<file path="src/rtl/alu_seq_pkg.sv">
// Shared definitions for the accumulator-ALU program sequencer: FSM states,
// program-word layout and the ALU opcodes the sequencer issues.
package alu_seq_pkg;

  typedef enum logic [1:0] {
    ST_IDLE    = 2'd0,
    ST_RUN     = 2'd1,
    ST_CAPTURE = 2'd2
  } seq_state_e;

  // Program word is {opcode, operand}; operand sits at bit 0.
  localparam int OPC_W    = 3;
  localparam int OPND_LSB = 0;

  function automatic int opc_lsb(input int width);
    return OPND_LSB + width;
  endfunction

  localparam logic [2:0] OP_HOLD  = 3'd0;
  localparam logic [2:0] OP_ADD   = 3'd1;
  localparam logic [2:0] OP_SUB   = 3'd2;
  localparam logic [2:0] OP_NEG   = 3'd3;
  localparam logic [2:0] OP_CLEAR = 3'd4;
  localparam logic [2:0] OP_NOT   = 3'd5;
  localparam logic [2:0] OP_XOR   = 3'd6;
  localparam logic [2:0] OP_AND   = 3'd7;

endpackage

</file>
<file path="src/rtl/alu_seq_prog_mem.sv">
// Program store for alu_sequencer: one synchronous write port, one
// asynchronous read port, deliberately without reset.
module alu_seq_prog_mem
  import alu_seq_pkg::*;
#(
  parameter int WIDTH = 8,
  parameter int DEPTH = 16
) (
  input  logic                       clk,
  input  logic                       i_we,
  input  logic [$clog2(DEPTH)-1:0]   i_waddr,
  input  logic [OPC_W+WIDTH-1:0]     i_wdata,
  input  logic [$clog2(DEPTH)-1:0]   i_raddr,
  output logic [OPC_W+WIDTH-1:0]     o_rdata
);

  localparam int WW = OPC_W + WIDTH;

  logic [WW-1:0] r_mem [DEPTH];

  always_ff @(posedge clk) begin
    if (i_we) r_mem[i_waddr] <= i_wdata;
  end

  assign o_rdata = r_mem[i_raddr];

endmodule

</file>
<file path="src/rtl/alu_sequencer.sv">
// Issues a stored (opcode, operand) program to the accumulator ALU, one slot
// per clock, then captures the result. Optional macro: ALU_SEQ_OVF_ABORT_EN.
module alu_sequencer
  import alu_seq_pkg::*;
#(
  parameter int WIDTH   = 8,
  parameter int DEPTH   = 16,
  parameter int OVF_BIT = 3
) (
  input  logic                       clk,
  input  logic                       rst,
  input  logic                       prog_we,
  input  logic [$clog2(DEPTH)-1:0]   prog_addr,
  input  logic [OPC_W+WIDTH-1:0]     prog_data,
  input  logic [$clog2(DEPTH):0]     len,
  input  logic                       start,
  output logic                       busy,
  output logic                       done,
  output logic                       aborted,
  output logic [WIDTH-1:0]           result,
  output logic [3:0]                 result_flags,
  output logic [WIDTH-1:0]           alu_in,
  output logic [2:0]                 alu_control,
  input  logic [WIDTH-1:0]           alu_acc,
  input  logic [3:0]                 alu_flags
);

  localparam int AW      = $clog2(DEPTH);
  localparam int LW      = AW + 1;
  localparam int WW      = OPC_W + WIDTH;
  localparam int OPC_LSB = opc_lsb(WIDTH);

  seq_state_e        r_state;
  logic [AW-1:0]     r_pc;
  logic [LW-1:0]     r_len;
  logic              r_busy;
  logic              r_done;
  logic              r_aborted;
  logic [WIDTH-1:0]  r_result;
  logic [3:0]        r_flags;

  logic [WW-1:0]     w_word;
  logic [OPC_W-1:0]  w_opc;
  logic [WIDTH-1:0]  w_opnd;
  logic [LW-1:0]     w_len_clamped;
  logic              w_last;
  logic              w_ovf_flag;
  logic              w_ovf_stop;
  logic              w_mem_we;

  assign w_mem_we = prog_we && (r_state == ST_IDLE);

  alu_seq_prog_mem #(
    .WIDTH (WIDTH),
    .DEPTH (DEPTH)
  ) u_prog_mem (
    .clk     (clk),
    .i_we    (w_mem_we),
    .i_waddr (prog_addr),
    .i_wdata (prog_data),
    .i_raddr (r_pc),
    .o_rdata (w_word)
  );

  assign w_opc         = w_word[OPC_LSB +: OPC_W];
  assign w_opnd        = w_word[OPND_LSB +: WIDTH];
  assign w_len_clamped = (len > LW'(DEPTH)) ? LW'(DEPTH) : len;
  assign w_last        = ({1'b0, r_pc} == (r_len - LW'(1)));
  assign w_ovf_flag    = alu_flags[OVF_BIT];

`ifdef ALU_SEQ_OVF_ABORT_EN
  // Flags lag the issue by one cycle, so slot 0 can never be the one stopped.
  assign w_ovf_stop = (r_state == ST_RUN) && (r_pc != '0) && w_ovf_flag;
`else
  assign w_ovf_stop = w_ovf_flag & 1'b0;
`endif

  always_comb begin
    alu_control = OP_HOLD;
    alu_in      = '0;
    if ((r_state == ST_RUN) && !w_ovf_stop) begin
      alu_control = w_opc;
      alu_in      = w_opnd;
    end
  end

  always_ff @(posedge clk or posedge rst) begin
    if (rst) begin
      r_state   <= ST_IDLE;
      r_pc      <= '0;
      r_len     <= '0;
      r_busy    <= 1'b0;
      r_done    <= 1'b0;
      r_aborted <= 1'b0;
      r_result  <= '0;
      r_flags   <= '0;
    end else begin
      r_done <= 1'b0;
      case (r_state)
        ST_IDLE: begin
          if (start) begin
            r_busy    <= 1'b1;
            r_aborted <= 1'b0;
            r_pc      <= '0;
            if (w_len_clamped == '0) begin
              r_state <= ST_CAPTURE;
            end else begin
              r_len   <= w_len_clamped;
              r_state <= ST_RUN;
            end
          end
        end
        ST_RUN: begin
          if (w_ovf_stop) begin
`ifdef ALU_SEQ_OVF_ABORT_EN
            r_aborted <= 1'b1;
`endif
            r_state <= ST_CAPTURE;
          end else if (w_last) begin
            r_state <= ST_CAPTURE;
          end else begin
            r_pc <= r_pc + AW'(1);
          end
        end
        ST_CAPTURE: begin
          r_result <= alu_acc;
          r_flags  <= alu_flags;
          r_done   <= 1'b1;
          r_busy   <= 1'b0;
          r_state  <= ST_IDLE;
        end
        default: r_state <= ST_IDLE;
      endcase
    end
  end

  assign busy         = r_busy;
  assign done         = r_done;
  assign aborted      = r_aborted;
  assign result       = r_result;
  assign result_flags = r_flags;

endmodule
</file>
<file path="config.mk">
export PLATFORM = sky130hd
export DESIGN_NAME = alu_sequencer
export DESIGN_NICKNAME = d
export VERILOG_FILES = /design/src/rtl/alu_seq_pkg.sv /design/src/rtl/alu_seq_prog_mem.sv /design/src/rtl/alu_sequencer.sv
export SDC_FILE = /design/constraint.sdc
export NUM_CORES = 1
export LEC_CHECK = 0
export ABC_CLOCK_PERIOD_IN_PS = 2300
export CORE_UTILIZATION = 45
export CTS_CLUSTER_DIAMETER = 100
export DETAILED_ROUTE_END_ITERATION = 10
export MAX_ROUTING_LAYER = met4
export PLACE_DENSITY = 0.67
export SETUP_SLACK_MARGIN = 0.3
export SYNTH_ARGS = -nofsm -noshare
export SYNTH_HDL_FRONTEND = slang
export SYNTH_SLANG_ARGS = --single-unit
</file>
<file path="constraint.sdc">
create_clock -name clk -period 2.3 [get_ports clk]
set_clock_uncertainty 0.15 [all_clocks]
set_input_delay 0.69 -clock clk [delete_from_list [all_inputs] [get_ports clk]]
set_output_delay 0.69 -clock clk [all_outputs]
set_load 0.05 [all_outputs]
</file>
* Yosys cells after proc, flatten, opt, wreduce, memory -nomap -nowiden *
Memories as Yosys holds them, arrays and structs flattened.
Cells that the tools add are included.

word-level totals
  bits in registers = 25
  memory bits (writable) = 176
  input port bits = 36
  output and inout port bits = 26
  word-level logic and storage cells = 42
  memories = 1

memory list
  name              depth  width  read ports  clocked after Yosys merged registers in  wr ports  line                    RTL
  u_prog_mem.r_mem  16     11     1           0                                        1         alu_seq_prog_mem.sv:19  logic [WW-1:0] r_mem [DEPTH];

operators by class
  $add $sub $neg = 2
  magnitude comparators = 1
  equal/unequal tests = 6
  muxes and demuxes = 15
  bitwise operators = 1
  reductions and logical operators = 9

operators with widths
  cell                                              count
  2-to-1 mux 4 bit                                  2
  2-to-1 mux 8 bit                                  1
  case mux 4 bit (2 select lines)                   1
  2-to-1 mux 2 bit                                  3
  inequality test 2 bit, second input constant      3
  AND reduction 3 bit                               2
  == test 4 x 5 -> 1 bit                            1
  > comparator 5 bit, second input constant         1
  logical NOT 5 bit                                 1
  2-to-1 mux 5 bit                                  1
  subtractor 5 x 1 -> 5 bit, second input constant  1
  adder 4 x 1 -> 4 bit, second input constant       1
  2-to-1 mux 1 bit                                  4
  case mux 2 bit (2 select lines)                   1
  AND reduction 2 bit                               2
  nonzero test 2 bit                                2
  2-to-1 mux 3 bit                                  1
  == test 2 x 1 -> 1 bit, second input constant     1
  == test 2 bit, second input constant              1
  logical NOT 2 bit                                 1
  case mux 1 bit (2 select lines)                   1
  logical AND 1 bit                                 1
  inverter 1 bit                                    1

* Longest topological paths before layout *
  word-level depth = 6
  depth in mapped cells = 7
  gate-level depth less buffers = 7

* Cells and area by module *
From an unflattened synthesis, not the netlist that was laid out.

unflattened totals
  cells, all modules = 413
  area total of the unflattened synthesis = 8112.8 sq um

by module, submodules not included
  module            instances  cells each  area an instance (sq um)  seq. area each (sq um)
  alu_seq_prog_mem  1          294         6819.0                    5285.1
  alu_sequencer     1          119         1293.7                    625.6

* Worst setup path after synthesis *
OpenSTA, ideal clock, no wires.

  path kind = register -> output
  start point = register r_pc[1]
  end point = output port alu_control[2]
  arrival = 2249 ps
  data required time = 1460 ps
  slack = -789 ps
  stages on the path, launching flop included = 7
  path buffers = 2
  cells stage by stage = dfrtp_1 > buf_2 > buf_2 > and2_1 > a22oi_1 > a22oi_1 > o21ai_0

between the ends
  cells in the longest elaborated chain, start to end = 2

RTL lines
  item                       line                  RTL
  from (decl)                alu_sequencer.sv:34   logic [AW-1:0] r_pc;
  from (signal assigned)     alu_sequencer.sv:122  r_pc <= r_pc + AW'(1);
  memory read (16 x 11 bit)  n/a
  2-to-1 mux 3 bit           alu_sequencer.sv:81   if ((r_state == ST_RUN) && !w_ovf_stop) begin
  to (decl)                  alu_sequencer.sv:23   output logic [2:0] alu_control,

No other way between the ends.

* Worst setup path after layout *
  start point = register r_pc[0]
  end point = output port alu_control[2]

Same word-level chain as after synthesis.

==> metrics.md <==
| Metric | Value |
|---|---|
| Worst-Skew Late Latency | `0.50 ns` |
| Largest net degree at the start of global routing | `26` |
| 1st-iter DRT viols | `296` |
| Routed len/inst | `21.4 um` |
| Synthesized instance count | `430` |
| Crit path time final | `3.21 ns` |
| Worst r2r path cells | `13` |
| Critical Path AT | `2.37 ns` |
| I/O pin count | `62` |
| PortBufs | `60` |
| Nets@finish | `637` |
| Via count | `4641` |
| CP dominant cell by count | `buf_6` |
| Combinational share of power | `45.4%` |
| Antenna violations before repair | `0` |
| Area delta synth->final | `36.8%` |
| P_leak | `3.96 nW` |
| Setup slack at placement | `-0.453 ns` |
| Worst Setup End Kind | `output pin` |
| Critical Path End | `alu_control[2]` |
| Setup-failing EPs final | `66` |
| Sw Ratio | `34.2%` |
| Post-synth ARST share | `12.4%` |
| Vias/cell | `5.54` |
| Final Wtd Congestion | `0.821` |
| Most frequent cells in the layout | `edfxtp_1, buf_4, buf_6, mux4_2, clkdlybuf4s50_1` |
| Estimated wirelength of the detail-placed design | `11.7 mm` |
| Final TNS setup | `-21.02 ns` |
| Avg Inst Size Synth | `18.8 um^2` |
| Layout cell share with drive strength beyond 1 | `43.4%` |
| Tcrit/Tclk final | `139%` |
| WHS | `0.359 ns` |
| RSZ-0062 raised after global routing | `yes` |
| Worst-Margin Slew | `0.673 ns` |
| Die area | `0.0185 mm^2` |
| WP buf/inv | `4` |
| Most used DFF post-synth | `edfxtp_1` |
| Worst Hold Class | `reg2reg` |
| Final hold violation count | `0` |
| Sequential share of the synthesized area | `73.3%` |
| Maxcap violations | `0` |
| Number of synthesized flops with an enable pin | `176` |
| Vias in the first global route | `4878` |
| Psw | `4.84 mW` |
| Syn nets | `468` |
| Die W | `136 um` |
| Crit-path slowest cell | `dfrtp_4` |
| F_max | `312 MHz` |
| CTS root buffer | `clkbuf_16` |
| Failing checks | `negative setup slack` |
| Maximum root-to-sink buffer count | `3` |
| Crit-path max FO | `6` |
| Flop pwr share | `31.2%` |
| Outcome | `finished with violations` |
| Crit-path cells | `buf_12 > buf_4 > buf_6 > mux4_2 > a22oi_2 > o21ai_2 > buf_6` |
| Int Power | `9.33 mW` |
| Critical Path Stages | `7` |
| Required @ worst endpoint | `1.46 ns` |
| Cts bufs inserted | `21` |
| DRT antenna net count | `0` |
| Clk sinks | `201` |
| Antenna diodes | `0` |
| # DRC | `0` |
| Worst VDD drop | `0.914 mV` |
| Unique cell type count in the Yosys netlist | `43` |
| Clock share of power | `23.5%` |
| Grt total ovfl | `0` |
| Cell Pwr Density | `1280 mW/mm^2` |
| Relative slew slack | `55.0%` |
| Yosys reg bits | `201` |
| Die height | `136 um` |
| # rows | `48` |
| Worst Setup Path Type | `reg2out` |
| Initial core utilization | `46.3%` |
| Reg-to-reg startpoint | `r_state[1]` |
| Commonest non-fill, non-tap cell in the layout | `edfxtp_1` |
| Crit path max-delay family | `buffers and inverters` |
| Ys Warns | `0` |
| Reg2Reg Setup Slack | `-0.29 ns` |
| Clock transition at the registers of the reported paths | `0.06 ns` |
| Fin util | `63.3%` |
| Core area | `0.0174 mm^2` |
| Mapped Area | `0.00807 mm^2` |
| DR pass1 iterations | `4` |
| Slowest stage delay, CP | `0.55 ns` |
| Crit. Startpoint | `r_pc[0]` |
| GR Util All Layers | `20.8%` |
| First-pass GRT wire length | `27.6 mm` |
| Final Max Tran Viols | `0` |
| WL final | `18.0 mm` |
| Cts hold-fix bufs | `0` |
| Max H-tree Level | `1` |
| Worst setup SP type | `flop` |
| RR Endpoint | `u_prog_mem.r_mem[12][0]` |
| Final WS setup | `-0.906 ns` |
| CTS tree | `yes` |
timing repair:
| item | in CTS | in global routing |
|---|---|---|
| pin swaps | 28 | 14 |
| resized for setup | 104 | 33 |
| gates cloned | 5 | 0 |
| buffers inserted | 10 | 4 |
| setup endpoints to repair | 155 | 198 |
worst min path at each step:
| stage | start | endpoint | cells after the start |
|---|---|---|---|
| floorplan | r_state[1] | r_state[1] | 1 |
| global placement | r_state[1] | r_state[1] | 1 |
| detailed placement | r_state[1] | r_state[1] | 1 |
| CTS | r_state[1] | r_state[1] | 1 |
| global route | result[3] | result[3] | 1 |
| finish | result_flags[1] | result_flags[1] | 1 |
cells by family (layout without fill, tap and decap cells):
| logic type | count (synthesis) | after routing | synth area share (%) |
|---|---|---|---|
| AO/OA/AOI/OAI | 50 | 50 | 4.40 |
| adder cells (fa/ha/maj) | 2 | 2 | 0.310 |
| multiplexers | 72 | 72 | 14.8 |
| buffers and inverters | 30 | 213 | 2.37 |
| other | 1 | 1 | 0.0465 |
| AND/OR/NAND/NOR | 69 | 69 | 4.22 |
| flip-flops | 201 | 201 | 73.3 |
| XOR/XNOR | 5 | 5 | 0.543 |
through the flow:
stage | instance area (um^2) | power [mW] | std cells
global placement | 9650 | 9.88 | 782
finish | 11000 | 14.2 | 838
CTS | 10900 | 14.1 | 834
global route | 11000 | 14.8 | 838
detailed placement | 9650 | 9.96 | 782
floorplan | 8180 | 8.06 | 430
cells in the mapped netlist, types with 2 or more instances:
cell type | instances | area [um^2]
a22oi_1 | 12 | 90.1
a22o_1 | 5 | 43.8
o211ai_1 | 2 | 15.0
xnor2_1 | 2 | 17.5
buf_4 | 3 | 22.5
mux2_2 | 12 | 135
or3_1 | 2 | 12.5
nor2b_1 | 4 | 25.0
a21oi_1 | 6 | 30.0
nand3_1 | 2 | 10.0
nand2b_1 | 5 | 31.3
ha_1 | 2 | 25.0
and2_1 | 3 | 18.8
xor2_1 | 3 | 26.3
nor2_1 | 19 | 71.3
mux4_2 | 33 | 743
buf_2 | 7 | 35.0
o31ai_1 | 5 | 37.5
nand2_1 | 15 | 56.3
a221o_1 | 4 | 40.0
o21ai_1 | 2 | 10.0
dfrtp_1 | 25 | 626
edfxtp_1 | 176 | 5290
mux2i_1 | 24 | 240
inv_1 | 11 | 41.3
and3_1 | 8 | 50.1
nand4_1 | 3 | 18.8
o22ai_1 | 3 | 18.8
nor3_1 | 6 | 30.0
o21ai_0 | 7 | 35.0
mux4_1 | 3 | 78.8
buf_6 | 5 | 56.3
area by class of cell:
type,count,area [um^2]
Fill cell,1192,6380
Clock buffer,22,529
Multi-Input combinational cell,199,2330
Inverter,12,45.0
Sequential cell,201,5920
Tap cell,225,282
Timing Repair Buffer,164,1780
Clock inverter,15,148
layer usage:
layer	wire length, um	global-route usage (%)	share of wire [%]	vias to the layer above
li1	-	-	-	2072
met1	7680	27.4	43	2374
met2	8930	34.2	50	164
met3	993	3.06	5.5	31
met4	362	5.43	2.0	0
met5	0	-	0	-
power groups by stage:
stage | logic [mW] | clock network [mW] | registers [mW]
after global placement | 5.44 | 0 | 4.44
after floorplan | 3.30 | 0 | 4.76
after global routing | 6.77 | 3.53 | 4.45
final | 6.43 | 3.32 | 4.42
after CTS | 6.30 | 3.37 | 4.41
after detailed placement | 5.51 | 0 | 4.45
flip-flops by register name (all words and copies together), names as in the netlist:
register          flops
r_state               2
done                  1
r_pc                  4
r_len                 5
u_prog_mem.r_mem    176
result                8
busy                  1
result_flags          4
(Power assumes the default switching activity.)
